**config.mk**
```make
export PLATFORM = sky130hd
export DESIGN_NAME = jtag_seq_ctrl
export DESIGN_NICKNAME = d
export VERILOG_FILES = /design/src/rtl/jtag_seq_ctrl.sv
export SDC_FILE = /design/constraint.sdc
export NUM_CORES = 1
export LEC_CHECK = 0
export CORE_MARGIN = 2
export CORE_UTILIZATION = 41
export CTS_CLUSTER_SIZE = 24
export DETAILED_ROUTE_END_ITERATION = 16
export GPL_ROUTABILITY_DRIVEN = 0
export PLACE_DENSITY = 0.71
export SLEW_MARGIN = 0
export SYNTH_ARGS = -nofsm -noshare
export SYNTH_HDL_FRONTEND = slang
export SYNTH_SLANG_ARGS = --single-unit
```
**constraint.sdc**
```tcl
create_clock -name clk -period 3.1 [get_ports clk]
set_clock_uncertainty 0.1 [all_clocks]
set_input_delay 0.62 -clock clk [delete_from_list [all_inputs] [get_ports clk]]
set_output_delay 0.62 -clock clk [all_outputs]
set_load 0.02 [all_outputs]
```
**src/rtl/jtag_seq_ctrl.sv**
```systemverilog
// JTAG scan sequencer: loads instruction/data FIFOs for the shift engine,
// launches IR and/or DR scans and tracks engine busy through to done/err.
module jtag_seq_ctrl #(
  parameter int DATA_INSTRUCTION = 10,
  parameter int DATA_FIFO        = 8,
  parameter int FIFO_DEPTH       = 16,
  parameter int MAX_WORDS        = 16,
  parameter int BUSY_TIMEOUT     = 255
) (
  input  logic                              clk,
  input  logic                              rst,
  input  logic                              start,
  input  logic [1:0]                        mode,
  input  logic [DATA_INSTRUCTION-1:0]       ir_value,
  input  logic [$clog2(MAX_WORDS+1)-1:0]    dr_words,
  input  logic [DATA_FIFO-1:0]              src_data,
  input  logic                              src_valid,
  output logic                              src_ready,
  output logic                              ready,
  output logic                              done,
  output logic                              err,
  output logic                              op,
  output logic                              work,
  input  logic                              busy,
  output logic [DATA_INSTRUCTION-1:0]       wdata_instruction,
  output logic                              wr_instruction,
  input  logic                              full_instruction,
  input  logic [$clog2(FIFO_DEPTH)-1:0]     usedw_instruction,
  output logic [DATA_FIFO-1:0]              wdata_data,
  output logic                              wr_data,
  input  logic                              full_data,
  input  logic [$clog2(FIFO_DEPTH)-1:0]     usedw_data
);

  // state         | meaning
  // ST_IDLE       | ready, waiting for start
  // ST_WR_IR      | write latched instruction into instruction FIFO
  // ST_WAIT_SPACE | wait until the whole DR burst fits in the data FIFO
  // ST_WR_DATA    | stream dr_words upstream words into the data FIFO
  // ST_LAUNCH     | pulse work once engine idle and no FIFO strobe active
  // ST_WAIT_BUSY  | wait for busy to rise, bounded by timeout
  // ST_WAIT_DONE  | wait for busy to fall, chain DR after IR in mode 10
  // ST_DONE       | one-cycle done (and err) pulse

  localparam int CW = $clog2(MAX_WORDS + 1);
  localparam int UW = $clog2(FIFO_DEPTH);
  localparam int FW = UW + 1;
  localparam int SW = (FW > CW) ? FW : CW;
  localparam int TW = $clog2(BUSY_TIMEOUT + 1);

  typedef enum logic [2:0] {
    ST_IDLE,
    ST_WR_IR,
    ST_WAIT_SPACE,
    ST_WR_DATA,
    ST_LAUNCH,
    ST_WAIT_BUSY,
    ST_WAIT_DONE,
    ST_DONE
  } state_t;

  state_t                      state, state_n;
  logic [1:0]                  mode_q;
  logic [DATA_INSTRUCTION-1:0] ir_q;
  logic [CW-1:0]               dr_q;
  logic [CW-1:0]               remaining;
  logic [TW-1:0]               tmo_cnt;
  logic                        err_q;

  logic [SW-1:0] free_words;
  logic [SW-1:0] need_words;
  logic          cmd_bad;
  logic          xfer;
  logic          load_cmd;
  logic          load_rem;
  logic          load_tmo;
  logic          set_err;
  logic          op_ld;
  logic          op_val;
  logic          unused_usedw;

  assign unused_usedw      = ^usedw_instruction;
  assign wdata_instruction = ir_q;

  assign free_words = full_data ? '0 : (SW'(FIFO_DEPTH) - SW'(usedw_data));
  assign need_words = SW'(dr_q);
  assign cmd_bad    = (mode == 2'b11) ||
                      ((mode != 2'b00) && (dr_words == '0)) ||
                      (dr_words > CW'(MAX_WORDS));

  always_ff @(posedge clk) begin
    if (rst) begin
      state      <= ST_IDLE;
      mode_q     <= '0;
      ir_q       <= '0;
      dr_q       <= '0;
      remaining  <= '0;
      tmo_cnt    <= '0;
      err_q      <= 1'b0;
      op         <= 1'b0;
      wr_data    <= 1'b0;
      wdata_data <= '0;
    end else begin
      state   <= state_n;
      wr_data <= xfer;
      if (xfer) begin
        wdata_data <= src_data;
        remaining  <= remaining - 1'b1;
      end
      if (load_cmd) begin
        mode_q <= mode;
        ir_q   <= ir_value;
        dr_q   <= dr_words;
        err_q  <= 1'b0;
      end
      if (set_err) err_q <= 1'b1;
      if (load_rem) remaining <= dr_q;
      if (op_ld) op <= op_val;
      // timeout window covers BUSY_TIMEOUT cycles after the work pulse
      if (load_tmo) tmo_cnt <= TW'(BUSY_TIMEOUT - 1);
      else if ((state == ST_WAIT_BUSY) && (tmo_cnt != '0)) tmo_cnt <= tmo_cnt - 1'b1;
    end
  end

  always_comb begin
    state_n        = state;
    ready          = 1'b0;
    done           = 1'b0;
    err            = 1'b0;
    work           = 1'b0;
    src_ready      = 1'b0;
    wr_instruction = 1'b0;
    xfer           = 1'b0;
    load_cmd       = 1'b0;
    load_rem       = 1'b0;
    load_tmo       = 1'b0;
    set_err        = 1'b0;
    op_ld          = 1'b0;
    op_val         = 1'b0;
    case (state)
      ST_IDLE: begin
        ready = 1'b1;
        if (start) begin
          load_cmd = 1'b1;
          if (cmd_bad) begin
            set_err = 1'b1;
            state_n = ST_DONE;
          end else if (mode == 2'b01) begin
            state_n = ST_WAIT_SPACE;
          end else begin
            state_n = ST_WR_IR;
          end
        end
      end
      ST_WR_IR: begin
        if (!full_instruction) begin
          wr_instruction = 1'b1;
          op_ld          = 1'b1;
          op_val         = 1'b0;
          state_n        = ST_LAUNCH;
        end
      end
      ST_WAIT_SPACE: begin
        if (free_words >= need_words) begin
          op_ld    = 1'b1;
          op_val   = 1'b1;
          load_rem = 1'b1;
          state_n  = ST_WR_DATA;
        end
      end
      ST_WR_DATA: begin
        src_ready = (remaining != '0);
        xfer      = src_valid && src_ready;
        if (xfer && (remaining == CW'(1))) state_n = ST_LAUNCH;
      end
      ST_LAUNCH: begin
        // the last data word is still being written on the first LAUNCH cycle
        if (!busy && !wr_data) begin
          work     = 1'b1;
          load_tmo = 1'b1;
          state_n  = ST_WAIT_BUSY;
        end
      end
      ST_WAIT_BUSY: begin
        if (busy) begin
          state_n = ST_WAIT_DONE;
        end else if (tmo_cnt == '0) begin
          set_err = 1'b1;
          state_n = ST_DONE;
        end
      end
      ST_WAIT_DONE: begin
        if (!busy) begin
          if ((mode_q == 2'b10) && !op) state_n = ST_WAIT_SPACE;
          else                          state_n = ST_DONE;
        end
      end
      ST_DONE: begin
        done    = 1'b1;
        err     = err_q;
        state_n = ST_IDLE;
      end
      default: state_n = ST_IDLE;
    endcase
  end

endmodule

```
==> metrics.md, run 1 <==
| Metric | Value |
|---|---|
| Grt met2 use | `27.78%` |
| Fmax | `359.6 MHz` |
| Internal power | `0.001367 W` |
| Hold path start | `wdata_instruction[1]$_SDFFE_PP0P_` |
| Reg2reg start | `state[0]$_SDFFE_PP0P_` |
| I/O Buffers | `61` |
| Crit Path Max Fanout | `4` |
| Layout cells sized above 1 | `8.571%` |
| Hold WS | `0.3565 ns` |
| FFs w/ async S/R, synth | `0%` |
| Die span in x | `78.83 um` |
| TritonCTS clock tree | `yes` |
| Slew Limit Fails | `0` |
| Vias in the first global route | `1944` |
| Final setup fails | `0` |
| WL per Instance | `12.39 um` |
| Finished Layout Cells | `422` |
| Critical path endpoint category | `output port` |
| Netlist Area Pre-Place | `2296 um2` |
| Clock power frac | `21.6%` |
| Initial antenna violation count | `0` |
| Clk_lat worst skew | `0.30 ns` |
| RSZ-0062 raised after global routing | `no` |
| Post-synth top area cell | `dfxtp_1` |
| Final TNS setup | `0 ns` |
| Combinational share of power | `43.5%` |
| Syn_nets | `335` |
| Cells after Synth | `284` |
| Layout overhead on the synthesized area | `36.78%` |
| Primary FF master, synth | `dfxtp_1` |
| Setup CP Type | `reg2out` |
| Final #Nets | `400` |
| Hold path cells | `2` |
| Crit path max-delay family | `buffers and inverters` |
| IO Pins | `66` |
| Pre-antenna DRT Iters | `4` |
| DR vias | `2124` |
| First-pass GRT wire length | `8790 um` |
| DRC viols | `0` |
| Worst hold path type | `reg2reg` |
| Status | `finished, final reports clean` |
| Commonest non-fill, non-tap cells in the layout | `nand2_1, clkdlybuf4s50_1, dfxtp_1` |
| Antenna Cells | `0` |
| Busiest grt layer | `met2` |
| Die ar. | `6214 um2` |
| Largest net degree at the start of global routing | `20` |
| Worst Tran Pin Value | `0.6248 ns` |
| Relative slew slack | `58.35%` |
| Iter 0 DRT Violations | `79` |
| Top-area cell type share of the netlist area | `38.37%` |
| Slowest CP cell | `clkdlybuf4s50_1` |
| Sw Ratio | `36.29%` |
| Leak | `1.174 nW` |
| Worst IR Drop VDD | `0.0002975 V` |
| Max Root-Sink Buffers | `2` |
| Crit path time final | `2.781 ns` |
| GRT Util Overall | `17.50%` |
| Root Driver | `clkbuf_8` |
| Total clock sinks | `44` |
| Pre-CTS setup slack | `0.02232 ns` |
| H-tree levels | `2` |
| CP bufs+invs | `2` |
| Final HPWL DP | `3867 um` |
| Grt total ovfl | `0` |
| CP max stage delay | `0.56 ns` |
| NetSw | `0.0007785 W` |
| Period utilization | `89.72%` |
| Post-route antenna net violation count | `0` |
| Clock slew at reported path FFs | `0.09 ns` |
| Chip Height | `78.83 um` |
| Crit path launch type | `flop` |
| Cts bufs inserted | `5` |
| Dominant cells by area after synthesis | `dfxtp_1, nand2_1, a21oi_1` |
| R2R Path End | `err_q$_SDFFE_PP0P_` |
| Worst Path Arrival | `2.06 ns` |
| Cells on worst reg2reg path | `5` |
| Ys Warns | `0` |
| Synth Register Bits | `44` |
| M3 GR Usage | `6.023%` |
| Placed Instances | `414` |
| Reg power frac | `34.9%` |
| Final worst slack | `0.3188 ns` |
| Pwr Density | `683.2 nW/um2` |
| Core area | `5473 um2` |
| Met1 Resource Use GR | `22.59%` |
| Share of the yosys chip area belonging to registers | `38.37%` |
| Worst EP required | `2.38 ns` |
| Hold Path End | `wdata_instruction[1]$_SDFFE_PP0P_` |
| Hold Vio Cnt, Final | `0` |
| Total Wirelength | `5228 um` |
| CP cell instances | `inv_1, ha_1, nor4b_1, nor2_1, clkdlybuf4s50_1` |
| Initial Util | `41.95%` |
| Flop2flop setup slack | `1.02 ns` |
| Synth Area per Inst | `8.084 um2` |
| Max cap viols | `0` |
| Number of vias per cell | `5.033` |
| EDFF count, synth | `0` |
| Post-CTS Hold Buffers | `0` |
| Yosys cell types | `49` |
| Row Count | `27` |
==> layer usage <==
metal  wire (um)  vias up
li1            -     1114
met1        2482      958
met2        2305       47
met3         373        5
met4          67        0
met5           0        -
==> final cells by class <==
type | count | area [um2]
clock inverters | 2 | 38.79
clock buffers | 6 | 82.58
multi-input cells | 212 | 1292
fillers | 544 | 2332
inverters | 12 | 45.04
flip-flops and latches | 44 | 880.8
repair buffers | 74 | 710.7
well taps | 72 | 90.09
==> power groups by stage <==
stage | logic [W] | clock network [W] | registers [W]
after floorplan | 0.000613 | 0 | 0.000782
after global placement | 0.000920 | 0 | 0.000759
after detailed placement | 0.000932 | 0 | 0.000763
after CTS | 0.000940 | 0.000472 | 0.000750
after global routing | 0.00103 | 0.000498 | 0.000766
final | 0.000933 | 0.000463 | 0.000750
==> stage by stage <==
step | power, W | utilization [%] | instance area, um2
2_1_floorplan | 0.001395 | - | 2296
3_3_place_gp | 0.001678 | 55.12 | 3017
3_5_place_dp | 0.001695 | 55.12 | 3017
4_1_cts | 0.002162 | 57.34 | 3138
5_1_grt | 0.002296 | 57.38 | 3141
6_report | 0.002146 | 57.38 | 3141
==> logic make-up after synthesis <==
logic type,after synthesis,synth area share [%]
adder cells (fa/ha/maj),11,5.994
flip-flops,44,38.36
AO/OA/AOI/OAI,69,17.98
AND/OR/NAND/NOR,118,26.59
XOR/XNOR,11,4.196
multiplexers,3,1.526
buffers and inverters,28,5.340
==> worst reg2reg max path, stage by stage (launching register included) <==
cell and delay [ns]:
dfxtp_1 0.33, buf_4 0.20, nor3_1 0.44, nand2_1 0.49
a22oi_1 0.33, a21oi_1 0.09
==> registers in the layout, summed over array words and instances, names as in the netlist, 2 cells and up <==
| register | cells |
|---|---|
| dr_q | 5 |
| mode_q | 2 |
| remaining | 5 |
| state | 3 |
| tmo_cnt | 8 |
| wdata_data | 8 |
| wdata_instruction | 10 |
==> worst max-delay path by stage <==
stage,startpoint,end,slack [ns],cells past startpoint
after floorplan,usedw_data[0],state[0]$_SDFFE_PP0P_,0.52,10
after global placement,busy,work,0.06,5
after detailed placement,usedw_data[0],state[0]$_SDFFE_PP0P_,0.02,11
after CTS,busy,work,0.04,5
after global routing,usedw_data[0],state[0]$_SDFFE_PP0P_,0.17,11
final,remaining[0]$_SDFFE_PP0P_,src_ready,0.32,5
==> cell usage after synthesis (3+ instances only) <==
cell	count
nor4b_1	3
nor3_1	7
buf_4	3
o21ai_0	5
nor2_1	12
xor2_1	7
o211ai_1	4
nor3b_1	3
nand3b_1	3
dfxtp_1	44
ha_1	11
nand4b_1	3
buf_2	5
a31oi_1	4
xnor2_1	4
nand3_1	3
nand2_1	60
inv_1	12
a21oi_1	39
clkbuf_1	8
nor2b_1	4
nand2b_1	5
==> timing repair <==
item                       4_1_cts  5_1_grt
buffers inserted                 0        0
resized for setup                0        1
setup endpoints to repair        0        1
(Power assumes the default switching activity.)
==> run 2: changes to the inputs <==
--- a/config.mk
+++ b/config.mk
@@ -5,12 +5,14 @@
 export SDC_FILE = /design/constraint.sdc
 export NUM_CORES = 1
 export LEC_CHECK = 0
+export CORE_ASPECT_RATIO = 2
 export CORE_MARGIN = 2
 export CORE_UTILIZATION = 41
 export CTS_CLUSTER_SIZE = 24
 export DETAILED_ROUTE_END_ITERATION = 16
+export DONT_BUFFER_PORTS = 1
 export GPL_ROUTABILITY_DRIVEN = 0
-export PLACE_DENSITY = 0.71
+export PLACE_DENSITY = 0.55
 export SLEW_MARGIN = 0
 export SYNTH_ARGS = -nofsm -noshare
 export SYNTH_HDL_FRONTEND = slang
==> metrics.md, run 2 (synthesized netlist as in run 1, its figures left out) <==
| Metric | Value |
|---|---|
| Setup crit start | `state[0]$_SDFFE_PP0P_` |
| Vias in the first global route | `1758` |
| Setup CP Type | `reg2out` |
| Post-route antenna net violation count | `0` |
| Worst IR Drop VDD | `0.0004173 V` |
| Row Count | `38` |
| Antenna Cells | `0` |
| Crit Path Max Fanout | `17` |
| Clock slew at reported path FFs | `0.08 ns` |
| Pre-antenna DRT Iters | `5` |
| Internal power | `0.001116 W` |
| Commonest non-fill, non-tap cells in the layout | `nand2_1, dfxtp_1, a21oi_1` |
| Final HPWL DP | `3827 um` |
| Final core utilization | `44.37%` |
| Die ar. | `6251 um2` |
| Max Root-Sink Buffers | `2` |
| Largest net degree at the start of global routing | `45` |
| Reg power frac | `45.0%` |
| Post-CTS sizing | `0` |
| Layout cells sized above 1 | `7.168%` |
| Period utilization | `82.89%` |
| Setup Buffers After CTS | `0` |
| NetSw | `0.0007483 W` |
| Worst hold path type | `in2reg` |
| Total Wirelength | `5335 um` |
| Die span in x | `56.92 um` |
| Hold Vio Cnt, Final | `0` |
| I/O Buffers | `0` |
| Grt total ovfl | `0` |
| Hold path cells | `1` |
| Hold WS | `0.2738 ns` |
| Combinational share of power | `36.1%` |
| H-tree levels | `2` |
| Post-CTS Hold Buffers | `0` |
| Iter 0 DRT Violations | `44` |
| Layout overhead on the synthesized area | `4.741%` |
| Worst EP required | `2.38 ns` |
| WL per Instance | `15.74 um` |
| Number of vias per cell | `5.640` |
| First-pass GRT wire length | `8480 um` |
| Cells on worst reg2reg path | `7` |
| Final setup fails | `0` |
| Max cap viols | `0` |
| Total clock sinks | `44` |
| DRC viols | `0` |
| Root Driver | `clkbuf_8` |
| Max reg flops | `10` |
| Initial antenna violation count | `0` |
| Relative slew slack | `57.33%` |
| Reg2reg start | `dr_q[2]$_SDFFE_PP0P_` |
| Sw Ratio | `40.13%` |
| RSZ-0062 raised after global routing | `no` |
| Final TNS setup | `0 ns` |
| TritonCTS clock tree | `yes` |
| DR vias | `1912` |
| Crit path launch type | `flop` |
| Final #Nets | `330` |
| Slew Limit Fails | `0` |
| Worst Path Arrival | `1.85 ns` |
| Fmax | `389.1 MHz` |
| Clk_lat worst skew | `0.31 ns` |
| Status | `finished, final reports clean` |
| Critical path endpoint category | `output port` |
| Crit path time final | `2.570 ns` |
| Pwr Density | `775.4 nW/um2` |
| Hold path start | `rst` |
| Chip Height | `109.8 um` |
| Initial Util | `42.36%` |
| GRT Util Overall | `17.52%` |
| Core area | `5420 um2` |
| Commonest non-fill, non-tap cell in the layout | `nand2_1` |
| Leak | `0.8657 nW` |
| Clock power frac | `19.0%` |
| Worst Tran Pin Value | `0.6401 ns` |
| Cts bufs inserted | `5` |
| # fillers | `592` |
| IO Pins | `66` |
## run 2: final timing paths
kind                              to  slack (ns)
max                             work        0.53
min          tmo_cnt[1]$_SDFFE_PP0P_        0.27
max reg2reg    state[0]$_SDFFE_PP0P_        0.94
min reg2reg   mode_q[0]$_SDFFE_PP0P_        0.36
## run 2: worst max-delay path, stage by stage (launching register included)
cell     delay (ns)
dfxtp_1        0.50
or4_1          0.76
inv_1          0.29
## run 2: layer usage
layer  vias to the layer above  global-route usage, %  share of wire, %
li1                        964                      -                 -
met1                       889                  18.72                38
met2                        51                  31.94                54
met3                         8                  4.000               5.3
met4                         0                  7.973               2.0
met5                         -                      0                 0
## run 2: metrics by stage
step           cells  setup slack, ns  power (W)  cell area, um2
2_1_floorplan    284           0.5213   0.001395            2296
3_3_place_gp     332           0.3527   0.001519            2323
3_5_place_dp     332           0.3063   0.001530            2323
4_1_cts          339           0.5223   0.001892            2405
5_1_grt          339           0.4648   0.002011            2405
6_report         339           0.5303   0.001865            2405
## run 2: cell type report
| type | count | area [um2] | share of cell area (%) |
|---|---|---|---|
| Timing Repair Buffer | 4 | 30.03 | 1.249 |
| Tap cell | 60 | 75.07 | 3.122 |
| Sequential cell | 44 | 880.8 | 36.63 |
| Clock buffer | 5 | 68.82 | 2.862 |
| Inverter | 12 | 45.04 | 1.873 |
| Multi-Input combinational cell | 212 | 1292 | 53.75 |
| Clock inverter | 2 | 12.51 | 0.5203 |
## run 2: power groups by stage
| stage | registers (W) | logic (W) | clock network, W |
|---|---|---|---|
| after floorplan | 0.000782 | 0.000613 | 0 |
| after global placement | 0.000849 | 0.000670 | 0 |
| after detailed placement | 0.000850 | 0.000680 | 0 |
| after CTS | 0.000838 | 0.000684 | 0.000370 |
| after global routing | 0.000859 | 0.000763 | 0.000389 |
| final | 0.000838 | 0.000673 | 0.000354 |
==> run 3: changes to the inputs <==
==> constraint.sdc (replaced) <==
create_clock -name clk -period 2.6 [get_ports clk]
set_clock_uncertainty 0.1 [all_clocks]
set_input_delay 0.52 -clock clk [delete_from_list [all_inputs] [get_ports clk]]
set_output_delay 0.52 -clock clk [all_outputs]
set_load 0.02 [all_outputs]
==> metrics.md, run 3 (synthesized netlist as in run 1, its figures left out) <==
| Metric | Value |
|---|---|
| Placed Instances | `335` |
| Hold path start | `rst` |
| Total Wirelength | `5270 um` |
| Setup Buffers After CTS | `0` |
| Crit Path Max Fanout | `17` |
| CP endpoint | `err` |
| Post-route antenna net violation count | `0` |
| Cts bufs inserted | `5` |
| Iter 0 DRT Violations | `23` |
| H-tree levels | `2` |
| Die span in x | `56.92 um` |
| Critical path endpoint category | `output port` |
| Final HPWL DP | `3876 um` |
| Pwr Density | `961.1 nW/um2` |
| Post-CTS Hold Buffers | `0` |
| Setup crit start | `state[0]$_SDFFE_PP0P_` |
| Commonest non-fill, non-tap cell in the layout | `nand2_1` |
| WL per Instance | `15.36 um` |
| Number of vias per cell | `5.516` |
| Worst hold path type | `in2reg` |
| Final setup fails | `0` |
| DRC viols | `0` |
| Finished Layout Cells | `343` |
| Hold Vio Cnt, Final | `0` |
| Cells on worst reg2reg path | `7` |
| Worst Path Arrival | `1.70 ns` |
| Hold path cells | `1` |
| Grt total ovfl | `0` |
| Final #Nets | `333` |
| Overall Power | `0.002358 W` |
| Setup CP Type | `reg2out` |
| Period utilization | `89.05%` |
| R2R Path End | `wdata_data[5]$_SDFFE_PP0P_` |
| Relative slew slack | `58.98%` |
| Chip Height | `109.8 um` |
| Total clock sinks | `44` |
| Row Count | `38` |
| Fmax | `431.9 MHz` |
| Worst Tran Pin Value | `0.6153 ns` |
| GRT Util Overall | `17.39%` |
| First-pass GRT wire length | `8418 um` |
| Worst IR Drop VDD | `0.0005205 V` |
| Clock slew at reported path FFs | `0.09 ns` |
| CP max stage delay | `0.68 ns` |
| RSZ-0062 raised after global routing | `no` |
| IO Pins | `66` |
| Antenna Cells | `0` |
| Leak | `0.8949 nW` |
| Crit path time final | `2.315 ns` |
| Core area | `5420 um2` |
| Max Root-Sink Buffers | `2` |
| Slowest CP cell | `dfxtp_1` |
| Max reg flops | `10` |
| Commonest non-fill, non-tap cells in the layout | `nand2_1, dfxtp_1, a21oi_1` |
| Flop2flop setup slack | `0.53 ns` |
| Vias in the first global route | `1860` |
| Clk_lat worst skew | `0.31 ns` |
| Reg2reg start | `remaining[0]$_SDFFE_PP0P_` |
| Largest net degree at the start of global routing | `45` |
| Final TNS setup | `0 ns` |
| Root Driver | `clkbuf_8` |
| Initial Util | `42.36%` |
| Post-CTS sizing | `0` |
| Initial antenna violation count | `0` |
| I/O Buffers | `0` |
| Crit path launch type | `flop` |
| DR vias | `1892` |
| Pre-antenna DRT Iters | `4` |
| Slew Limit Fails | `0` |
| Die ar. | `6251 um2` |
| Max cap viols | `0` |
| Layout cells sized above 1 | `8.127%` |
| Worst EP required | `1.98 ns` |
| TritonCTS clock tree | `yes` |
| Status | `finished, final reports clean` |
| CP cell instances | `and3_1, and2_1` |
| Layout overhead on the synthesized area | `6.866%` |
[run 3: changes by cell type in the layout (fill, tap and decap cells not counted), sizes merged]
| cell | previous run | this run |
|---|---|---|
| buf | 4 | 7 |
| bufinv | 0 | 1 |
| clkbuf | 5 | 6 |
| clkinvlp | 1 | 0 |
[run 3: final cells by class]
class,count,area (um2)
timing repair buffer,7,52.55
clock inverter,2,35.03
inverter,12,45.04
multi-input combinational,212,1292
tap,60,75.07
clock buffer,6,72.57
sequential,44,880.8
fill,572,2967
[run 3: layer usage]
metal	routed length, um	track usage [%]	share of wire [%]	vias up
met5	0	0	0	-
met4	102	6.977	1.9	0
met3	363	5.647	6.9	7
met2	2884	32.59	55	42
met1	1919	17.16	36	874
li1	-	-	-	969
[run 3: where the power goes]
part / leakage [nW] / internal [W] / switching, W
registers: 0.358 / 0.000798 / 0.000201
logic: 0.481 / 0.000378 / 0.000453
clock network: 0.0552 / 0.000285 / 0.000242
[run 3: metrics by stage]
stage                     setup slack, ns  util [%]  cell area [um2]  hold slack [ns]
final                              0.2846     45.27             2454           0.1679
after global routing               0.1123     45.27             2454           0.1550
after CTS                          0.2699     45.27             2454           0.1610
after detailed placement          0.09453     43.28             2346           0.3404
after global placement             0.1285     43.28             2346           0.3358
after floorplan                    0.1213         -             2296           0.3315
[run 3: worst max-delay path, delay by kind of cell, from the launching register on]
family / cells / cell delay, ns
DFF: 1 / 0.68
and+or+nand+nor: 2 / 0.70
[run 3: worst min path at each step]
stage / to / slack (ns)
floorplan: mode_q[1]$_SDFFE_PP0P_ / 0.33
global placement: mode_q[1]$_SDFFE_PP0P_ / 0.34
detailed placement: mode_q[1]$_SDFFE_PP0P_ / 0.34
CTS: tmo_cnt[4]$_SDFFE_PP0P_ / 0.16
global route: tmo_cnt[4]$_SDFFE_PP0P_ / 0.15
finish: tmo_cnt[4]$_SDFFE_PP0P_ / 0.17
